## src/rtl/pll_reset_sequencer_pkg.sv

```systemverilog
`default_nettype none
// +----------------------------------------------------------------------------+
// | pll_seq_pkg: state encoding, default timing and counter sizing helper.     |
// | Rev 1.0                                                                    |
// +----------------------------------------------------------------------------+
package pll_seq_pkg;

    localparam int unsigned DEF_PLL_RST_CYCLES = 24;
    localparam int unsigned DEF_LOCK_TIMEOUT   = 2400;
    localparam int unsigned DEF_LOCK_STABLE    = 240;
    localparam int unsigned DEF_RST_HOLD       = 16;
    localparam int unsigned DEF_MAX_RETRIES    = 7;

    localparam int unsigned RETRY_W = 4;
    localparam int unsigned STATE_W = 3;

    typedef enum logic [STATE_W-1:0] {
        ST_PLL_RESET = 3'd0,
        ST_WAIT_LOCK = 3'd1,
        ST_STABLE    = 3'd2,
        ST_RELEASE   = 3'd3,
        ST_RUN       = 3'd4,
        ST_FAULT     = 3'd5
    } state_e;

    function automatic int unsigned cnt_width(input int unsigned a, input int unsigned b,
                                              input int unsigned c, input int unsigned d);
        int unsigned m;
        m = a;
        if (b > m) m = b;
        if (c > m) m = c;
        if (d > m) m = d;
        return (m < 2) ? 32'd1 : 32'($clog2(m));
    endfunction

endpackage
`default_nettype wire

```

## src/rtl/pll_reset_sequencer_if.sv

```systemverilog
`default_nettype none
// +----------------------------------------------------------------------------+
// | pll_reset_sequencer_if: PLL control/status bundle of the reset sequencer.  |
// | Rev 1.0                                                                    |
// +----------------------------------------------------------------------------+
interface pll_reset_sequencer_if;
    import pll_seq_pkg::*;

    logic               i_pll_lock;
    logic               i_restart;
    logic               o_pll_resetb;
    logic               o_sys_rst;
    logic               o_ready;
    logic               o_lock_lost;
    logic               o_fault;
    logic [RETRY_W-1:0] o_retry_count;
    logic [STATE_W-1:0] o_state;

    modport master (
        input  i_pll_lock, i_restart,
        output o_pll_resetb, o_sys_rst, o_ready, o_lock_lost, o_fault, o_retry_count, o_state
    );

    modport slave (
        output i_pll_lock, i_restart,
        input  o_pll_resetb, o_sys_rst, o_ready, o_lock_lost, o_fault, o_retry_count, o_state
    );

endinterface
`default_nettype wire

```

## src/rtl/pll_reset_sequencer_sync_2ff.sv

```systemverilog
`default_nettype none
// +----------------------------------------------------------------------------+
// | sync_2ff: two-flop synchronizer, asynchronous reset to 0.                  |
// | Rev 1.0                                                                    |
// +----------------------------------------------------------------------------+
module sync_2ff #(
    parameter int unsigned WIDTH = 1
) (
    input  wire              i_clk,
    input  wire              i_rst,
    input  wire  [WIDTH-1:0] i_d,
    output logic [WIDTH-1:0] o_q
);

    logic [WIDTH-1:0] meta_q;

    always_ff @(posedge i_clk or posedge i_rst) begin
        if (i_rst) begin
            meta_q <= '0;
            o_q    <= '0;
        end else begin
            meta_q <= i_d;
            o_q    <= meta_q;
        end
    end

endmodule
`default_nettype wire

```

## src/rtl/pll_reset_sequencer.sv

```systemverilog
`default_nettype none
// +----------------------------------------------------------------------------+
// | pll_reset_sequencer: PLL reset/lock sequencing and system reset release.   |
// | Rev 1.0                                                                    |
// +----------------------------------------------------------------------------+
module pll_reset_sequencer
    import pll_seq_pkg::*;
#(
    parameter int unsigned PLL_RST_CYCLES = DEF_PLL_RST_CYCLES,
    parameter int unsigned LOCK_TIMEOUT   = DEF_LOCK_TIMEOUT,
    parameter int unsigned LOCK_STABLE    = DEF_LOCK_STABLE,
    parameter int unsigned RST_HOLD       = DEF_RST_HOLD,
    parameter int unsigned MAX_RETRIES    = DEF_MAX_RETRIES
) (
    input  wire                   i_sys_clk,
    input  wire                   i_rst,
    pll_reset_sequencer_if.master bus
);

    localparam int unsigned CNT_W = cnt_width(PLL_RST_CYCLES, LOCK_TIMEOUT, LOCK_STABLE, RST_HOLD);

    // The counter is reloaded with 0 on entry and counts down, so the value after
    // N-1 cycles in a state is -(N-1); reset and state entry share the same load.
    localparam logic [CNT_W-1:0] c_rst_end     = CNT_W'(0) - CNT_W'(PLL_RST_CYCLES - 1);
    localparam logic [CNT_W-1:0] c_timeout_end = CNT_W'(0) - CNT_W'(LOCK_TIMEOUT - 1);
    localparam logic [CNT_W-1:0] c_stable_end  = CNT_W'(0) - CNT_W'(LOCK_STABLE - 1);
    localparam logic [CNT_W-1:0] c_hold_end    = CNT_W'(0) - CNT_W'(RST_HOLD - 1);
    localparam logic [RETRY_W-1:0] c_max_retries = RETRY_W'(MAX_RETRIES);

    state_e             state_q, state_d;
    logic [CNT_W-1:0]   cnt_q, cnt_d;
    logic [RETRY_W-1:0] retry_q, retry_d;
    logic               lost_q, lost_d;
    logic               low_q, low_d;
    logic               resetb_q, sys_rst_q, ready_q, fault_q;
    logic               lock_s;

    sync_2ff #(.WIDTH(1)) u_lock_sync (
        .i_clk (i_sys_clk),
        .i_rst (i_rst),
        .i_d   (bus.i_pll_lock),
        .o_q   (lock_s)
    );

    always_comb begin
        state_d = state_q;
        retry_d = retry_q;
        lost_d  = lost_q;
        low_d   = (state_q == ST_RUN) && !lock_s;
        if (bus.i_restart) begin
            state_d = ST_PLL_RESET;
            retry_d = '0;
            lost_d  = 1'b0;
        end else begin
            case (state_q)
                ST_PLL_RESET: if (cnt_q == c_rst_end) state_d = ST_WAIT_LOCK;
                ST_WAIT_LOCK: begin
                    if (lock_s) begin
                        state_d = ST_STABLE;
                    end else if (cnt_q == c_timeout_end) begin
                        retry_d = (retry_q == '1) ? retry_q : retry_q + RETRY_W'(1);
                        state_d = (retry_d >= c_max_retries) ? ST_FAULT : ST_PLL_RESET;
                    end
                end
                ST_STABLE: begin
                    if (!lock_s)                    state_d = ST_WAIT_LOCK;
                    else if (cnt_q == c_stable_end) state_d = ST_RELEASE;
                end
                ST_RELEASE: begin
                    if (!lock_s)                  state_d = ST_PLL_RESET;
                    else if (cnt_q == c_hold_end) state_d = ST_RUN;
                end
                // A single low sample in RUN is treated as a glitch.
                ST_RUN: begin
                    if (!lock_s && low_q) begin
                        state_d = ST_PLL_RESET;
                        lost_d  = 1'b1;
                    end
                end
                ST_FAULT: state_d = ST_FAULT;
                default:  state_d = ST_PLL_RESET;
            endcase
        end
        cnt_d = (bus.i_restart || (state_d != state_q)) ? '0 : cnt_q - CNT_W'(1);
    end

    // Output flops are loaded from the next state so they track state_q exactly.
    always_ff @(posedge i_sys_clk or posedge i_rst) begin
        if (i_rst) begin
            state_q   <= ST_PLL_RESET;
            cnt_q     <= '0;
            retry_q   <= '0;
            lost_q    <= 1'b0;
            low_q     <= 1'b0;
            resetb_q  <= 1'b0;
            sys_rst_q <= 1'b1;
            ready_q   <= 1'b0;
            fault_q   <= 1'b0;
        end else begin
            state_q   <= state_d;
            cnt_q     <= cnt_d;
            retry_q   <= retry_d;
            lost_q    <= lost_d;
            low_q     <= low_d;
            resetb_q  <= !((state_d == ST_PLL_RESET) || (state_d == ST_FAULT));
            sys_rst_q <= (state_d != ST_RUN);
            ready_q   <= (state_d == ST_RUN);
            fault_q   <= (state_d == ST_FAULT);
        end
    end

    assign bus.o_pll_resetb  = resetb_q;
    assign bus.o_sys_rst     = sys_rst_q;
    assign bus.o_ready       = ready_q;
    assign bus.o_lock_lost   = lost_q;
    assign bus.o_fault       = fault_q;
    assign bus.o_retry_count = retry_q;
    assign bus.o_state       = state_q;

endmodule
`default_nettype wire

```

## src/flat_wrapper.sv

```systemverilog
// flat-port wrapper written by rule: the top's interface ports become plain ports
module pll_reset_sequencer_flat import pll_seq_pkg::*;
#(
    parameter int unsigned PLL_RST_CYCLES = DEF_PLL_RST_CYCLES,
    parameter int unsigned LOCK_TIMEOUT   = DEF_LOCK_TIMEOUT,
    parameter int unsigned LOCK_STABLE    = DEF_LOCK_STABLE,
    parameter int unsigned RST_HOLD       = DEF_RST_HOLD,
    parameter int unsigned MAX_RETRIES    = DEF_MAX_RETRIES
)
  (i_sys_clk, i_rst, bus_i_pll_lock, bus_i_restart, bus_o_pll_resetb, bus_o_sys_rst, bus_o_ready, bus_o_lock_lost, bus_o_fault, bus_o_retry_count, bus_o_state);
  pll_reset_sequencer_if bus_i ();
  input  wire i_sys_clk;
  input  wire i_rst;
  input wire logic [$bits(bus_i.i_pll_lock)-1:0] bus_i_pll_lock;
  input wire logic [$bits(bus_i.i_restart)-1:0] bus_i_restart;
  output wire logic [$bits(bus_i.o_pll_resetb)-1:0] bus_o_pll_resetb;
  output wire logic [$bits(bus_i.o_sys_rst)-1:0] bus_o_sys_rst;
  output wire logic [$bits(bus_i.o_ready)-1:0] bus_o_ready;
  output wire logic [$bits(bus_i.o_lock_lost)-1:0] bus_o_lock_lost;
  output wire logic [$bits(bus_i.o_fault)-1:0] bus_o_fault;
  output wire logic [$bits(bus_i.o_retry_count)-1:0] bus_o_retry_count;
  output wire logic [$bits(bus_i.o_state)-1:0] bus_o_state;
  assign bus_i.i_pll_lock = bus_i_pll_lock;
  assign bus_i.i_restart = bus_i_restart;
  assign bus_o_pll_resetb = bus_i.o_pll_resetb;
  assign bus_o_sys_rst = bus_i.o_sys_rst;
  assign bus_o_ready = bus_i.o_ready;
  assign bus_o_lock_lost = bus_i.o_lock_lost;
  assign bus_o_fault = bus_i.o_fault;
  assign bus_o_retry_count = bus_i.o_retry_count;
  assign bus_o_state = bus_i.o_state;
  pll_reset_sequencer #(.PLL_RST_CYCLES(PLL_RST_CYCLES), .LOCK_TIMEOUT(LOCK_TIMEOUT), .LOCK_STABLE(LOCK_STABLE), .RST_HOLD(RST_HOLD), .MAX_RETRIES(MAX_RETRIES)) u_core (.i_sys_clk(i_sys_clk), .i_rst(i_rst), .bus(bus_i));
endmodule
```

## config.mk

```make
export PLATFORM = sky130hd
export DESIGN_NAME = pll_reset_sequencer_flat
export DESIGN_NICKNAME = d
export VERILOG_FILES = /design/src/rtl/pll_reset_sequencer_pkg.sv /design/src/rtl/pll_reset_sequencer_if.sv /design/src/rtl/pll_reset_sequencer_sync_2ff.sv /design/src/rtl/pll_reset_sequencer.sv /design/src/flat_wrapper.sv
export SDC_FILE = /design/constraint.sdc
export NUM_CORES = 1
export LEC_CHECK = 0
export ABC_AREA = 0
export CAP_MARGIN = 10
export CORE_MARGIN = 2
export CORE_UTILIZATION = 56
export DETAILED_ROUTE_END_ITERATION = 10
export GPL_TIMING_DRIVEN = 0
export PLACE_DENSITY = 0.84
export SLEW_MARGIN = 20
export SYNTH_ARGS = -nofsm -noshare
export SYNTH_HDL_FRONTEND = slang
export SYNTH_SLANG_ARGS = --single-unit
```

## constraint.sdc

```tcl
create_clock -name i_sys_clk -period 2.49 [get_ports i_sys_clk]
set_input_delay 0.3735 -clock i_sys_clk [delete_from_list [all_inputs] [get_ports i_sys_clk]]
set_output_delay 0.3735 -clock i_sys_clk [all_outputs]
set_load 0.1 [all_outputs]
```

==> out/results.ini <==
[drt]
drtPass1Iterations=4
drc=0
wire_per_inst_um=14.96
ant_nets=0
via_per_inst=6.028
vias=1278
drt_iter0_markers=39
wl_um=3171

[global_route]
grt_overflow=0
grt_first_pass_wirelength_um=5306
grt_max_degree=28
antenna_found_initial=0
grt_pass1_vias=1233
grt_usage_pct=21.14

[sta]
relSlewSlack_pct=35.14
finalMaxSlewViolations=0
worst_slew_pin_slew_ps=969.8
fin_skew_ps=3.254
fmax_ghz=0.4191
fin_crit_sh_pct=95.83
hold_viol=0
fin_crit_ps=2386
worst_slack_ps=103.8
setup_tns_ps=0
setup_viol=0

[clock_network]
clk_latency_ps=320
cts.sinks=27
htree_levels=1
ctsRootBufferMaster=clkbuf_4
clockBufferDepth=2
cts_tree=yes
path_clk_slew_ps=130
cts_made_buffers=3

[place]
hpwl_um=2296
gp_congestion=0.9051
dp_worst_setup_slack_ps=164.8
io_buffers=14

[synthesis]
synth_compound_area_share_pct=11.28
synth_most_common_cell=dfrtp_1
postSynthAreaPerCell_um2=9.526
yosysTopAreaCellShare_pct=41.90
synth_top_family_by_area=simple AND/OR/NAND/NOR gates
syn_area_mm2=0.001553
synth_cell_types=48
synth_xor_area_share_pct=6.205
synthCells=163
async_flop_share_pct=100.0
synth_fa_ha_area_share_pct=2.417
yosys_warnings=0
synth_ff_type=dfrtp_1
synth_common_cells=dfrtp_1, nand2_1, nor3_1
ys_seq_area_share_pct=43.59
ys_ff_latch=27
synthSimpleGateAreaFrac_pct=30.06
synth_edf_count=0
yosys.area.top_type=dfrtp_1
syn_nets=170
synth_area_leaders=dfrtp_1, nor3_1, nand2_1, xnor2_1, nor2_1
synth_mux_area_share_pct=1.289

[critical_path]
r2r_end=u_core.cnt_q[7]$_DFF_PP0_
criticalPathCategory=flop to flop
cp_cell_sequence=or3b_1 -> or3_4 -> a221o_2 -> nor3b_4 -> buf_6 -> nor3_1
endpoint=u_core.cnt_q[7]$_DFF_PP0_
critPathMaxStageDelay_ps=470
required_ps=2710
critical_path.startpoint=u_core.cnt_q[2]$_DFF_PP0_
rr_worst_depth=6
crit_arrival_ps=2610
critPathSlowestCell=dfrtp_1
startpoint_type=flop
critical_path_depth=6
worstSetupEndpointType=flop
r2r_start=u_core.cnt_q[2]$_DFF_PP0_
crit_buf_inv=1
crit_family=simple AND/OR/NAND/NOR gates
cp_max_fo=10
regToRegSetupSlack_ps=100

[die]
initial_core_util_pct=57.80
rows=19
dieWidth_um=56.66
die-height_um=56.66
num_io_pins=16
core_mm2=0.002686
die_area_mm2=0.003210

[min_path]
hp-class=flop to flop

[cells_and_area]
num_antenna_cells=0
drive_gt1_share_pct=12.71
area_growth_pct=14.18
finish.utilization_pct=66.00
nNetsFinal=189

[pwr]
max-vdd-ir-drop_uv=468.6
power.leakage_nw=0.7381
pwr_density_cell_mw_per_mm2=604.0

[status]
status=finished clean

[job]
cap_violations=0

## where the power goes
| group | switching, mW | internal, mW | total [mW] |
|---|---|---|---|
| Sequential | 0.0822 | 0.498 | 0.580 |
| Combinational | 0.155 | 0.153 | 0.307 |
| Clock | 0.121 | 0.0627 | 0.183 |
| Total | 0.357 | 0.713 | 1.07 |
## cells in the final DEF (no fill, tap or decap), types with 2 or more instances in the layout
cell,instances
a211o_1,2
a211oi_1,2
a21oi_1,7
and3_1,2
buf_6,2
clkbuf_1,3
clkbuf_4,3
clkdlybuf4s50_1,14
dfrtp_1,21
dfrtp_2,5
ha_1,2
inv_1,7
mux2i_1,2
nand2_1,18
nand2b_1,2
nand3_1,4
nand4_1,3
nand4b_1,2
nor2_1,11
nor2b_1,4
nor3_1,17
nor3_2,2
nor4b_1,2
nor4bb_1,2
o21ai_0,2
or3_1,3
xnor2_1,7
xor2_1,4
## through the flow
step	total power, mW	hold WS, ps	area, um^2	std cells
floorplan	0.8212	331.2	1559	163
global placement	0.8701	335.7	1738	208
detailed placement	0.8855	341.1	1738	208
CTS	1.076	373.5	1764	212
global route	1.154	376.4	1773	212
finish	1.071	367.1	1773	212
## final cells by class
class                      count  area (um^2)
fill                         218        913.4
buffer                         8        51.30
sequential                    27        683.2
tap                           31        38.79
multi-input combinational    120        803.3
inverter                       8        30.03
timing repair buffer          14        140.1
clock buffer                   4        26.28
## repair_timing
| item | 4_1_cts | 5_1_grt |
|---|---|---|
| endpoints found under the setup margin | 0 | 10 |
| resized for setup | 0 | 4 |
| buffers inserted | 0 | 0 |
| hold buffers | 0 | 0 |
## worst register-to-register path, delay by kind of cell, from the launching register on
kind	cells	cell delay, ps
AND/OR/NAND/NOR	4	1220
flip-flops	1	470
AO/OA/AOI/OAI	1	420
buffers and inverters	1	190
## sequential cells by signal, summed over array words and instances, names as in the netlist
register	cells
u_core.bus.o_state	3
u_core.bus.o_sys_rst	1
u_core.u_lock_sync.meta_q	1
u_core.bus.o_pll_resetb	1
u_core.low_q	1
u_core.u_lock_sync.o_q	1
u_core.cnt_q	12
u_core.bus.o_lock_lost	1
u_core.bus.o_retry_count	4
u_core.bus.o_fault	1
u_core.bus.o_ready	1
## routing by layer
metal,GRT usage (%),vias to the layer above,wire length (um)
li1,-,616,-
met1,26.59,629,1348
met2,36.88,29,1650
met3,2.304,4,128
met4,8.503,0,44
met5,0,-,0
## logic make-up (layout without fill, tap and decap cells)
family / count (synthesis) / after routing
and+or+nand+nor: 81 / 81
DFF: 27 / 27
AOI/OAI and AO/OA: 23 / 23
buffers and inverters: 16 / 34
xor gates and xnor gates: 11 / 11
adders and majority gates: 3 / 3
muxes: 2 / 2
## how the worst min path moves through the flow
stage	from	to	slack, ps	depth (start not counted)
final	u_core.u_lock_sync.meta_q$_DFF_PP0_	u_core.u_lock_sync.o_q$_DFF_PP0_	370	0
after global placement	u_core.u_lock_sync.meta_q$_DFF_PP0_	u_core.u_lock_sync.o_q$_DFF_PP0_	340	0
after CTS	u_core.u_lock_sync.meta_q$_DFF_PP0_	u_core.u_lock_sync.o_q$_DFF_PP0_	370	0
after detailed placement	u_core.u_lock_sync.meta_q$_DFF_PP0_	u_core.u_lock_sync.o_q$_DFF_PP0_	340	0
after floorplan	u_core.u_lock_sync.meta_q$_DFF_PP0_	u_core.u_lock_sync.o_q$_DFF_PP0_	330	0
after global routing	u_core.u_lock_sync.meta_q$_DFF_PP0_	u_core.u_lock_sync.o_q$_DFF_PP0_	380	0
No activity file was read; power rests on OpenSTA's default activity.
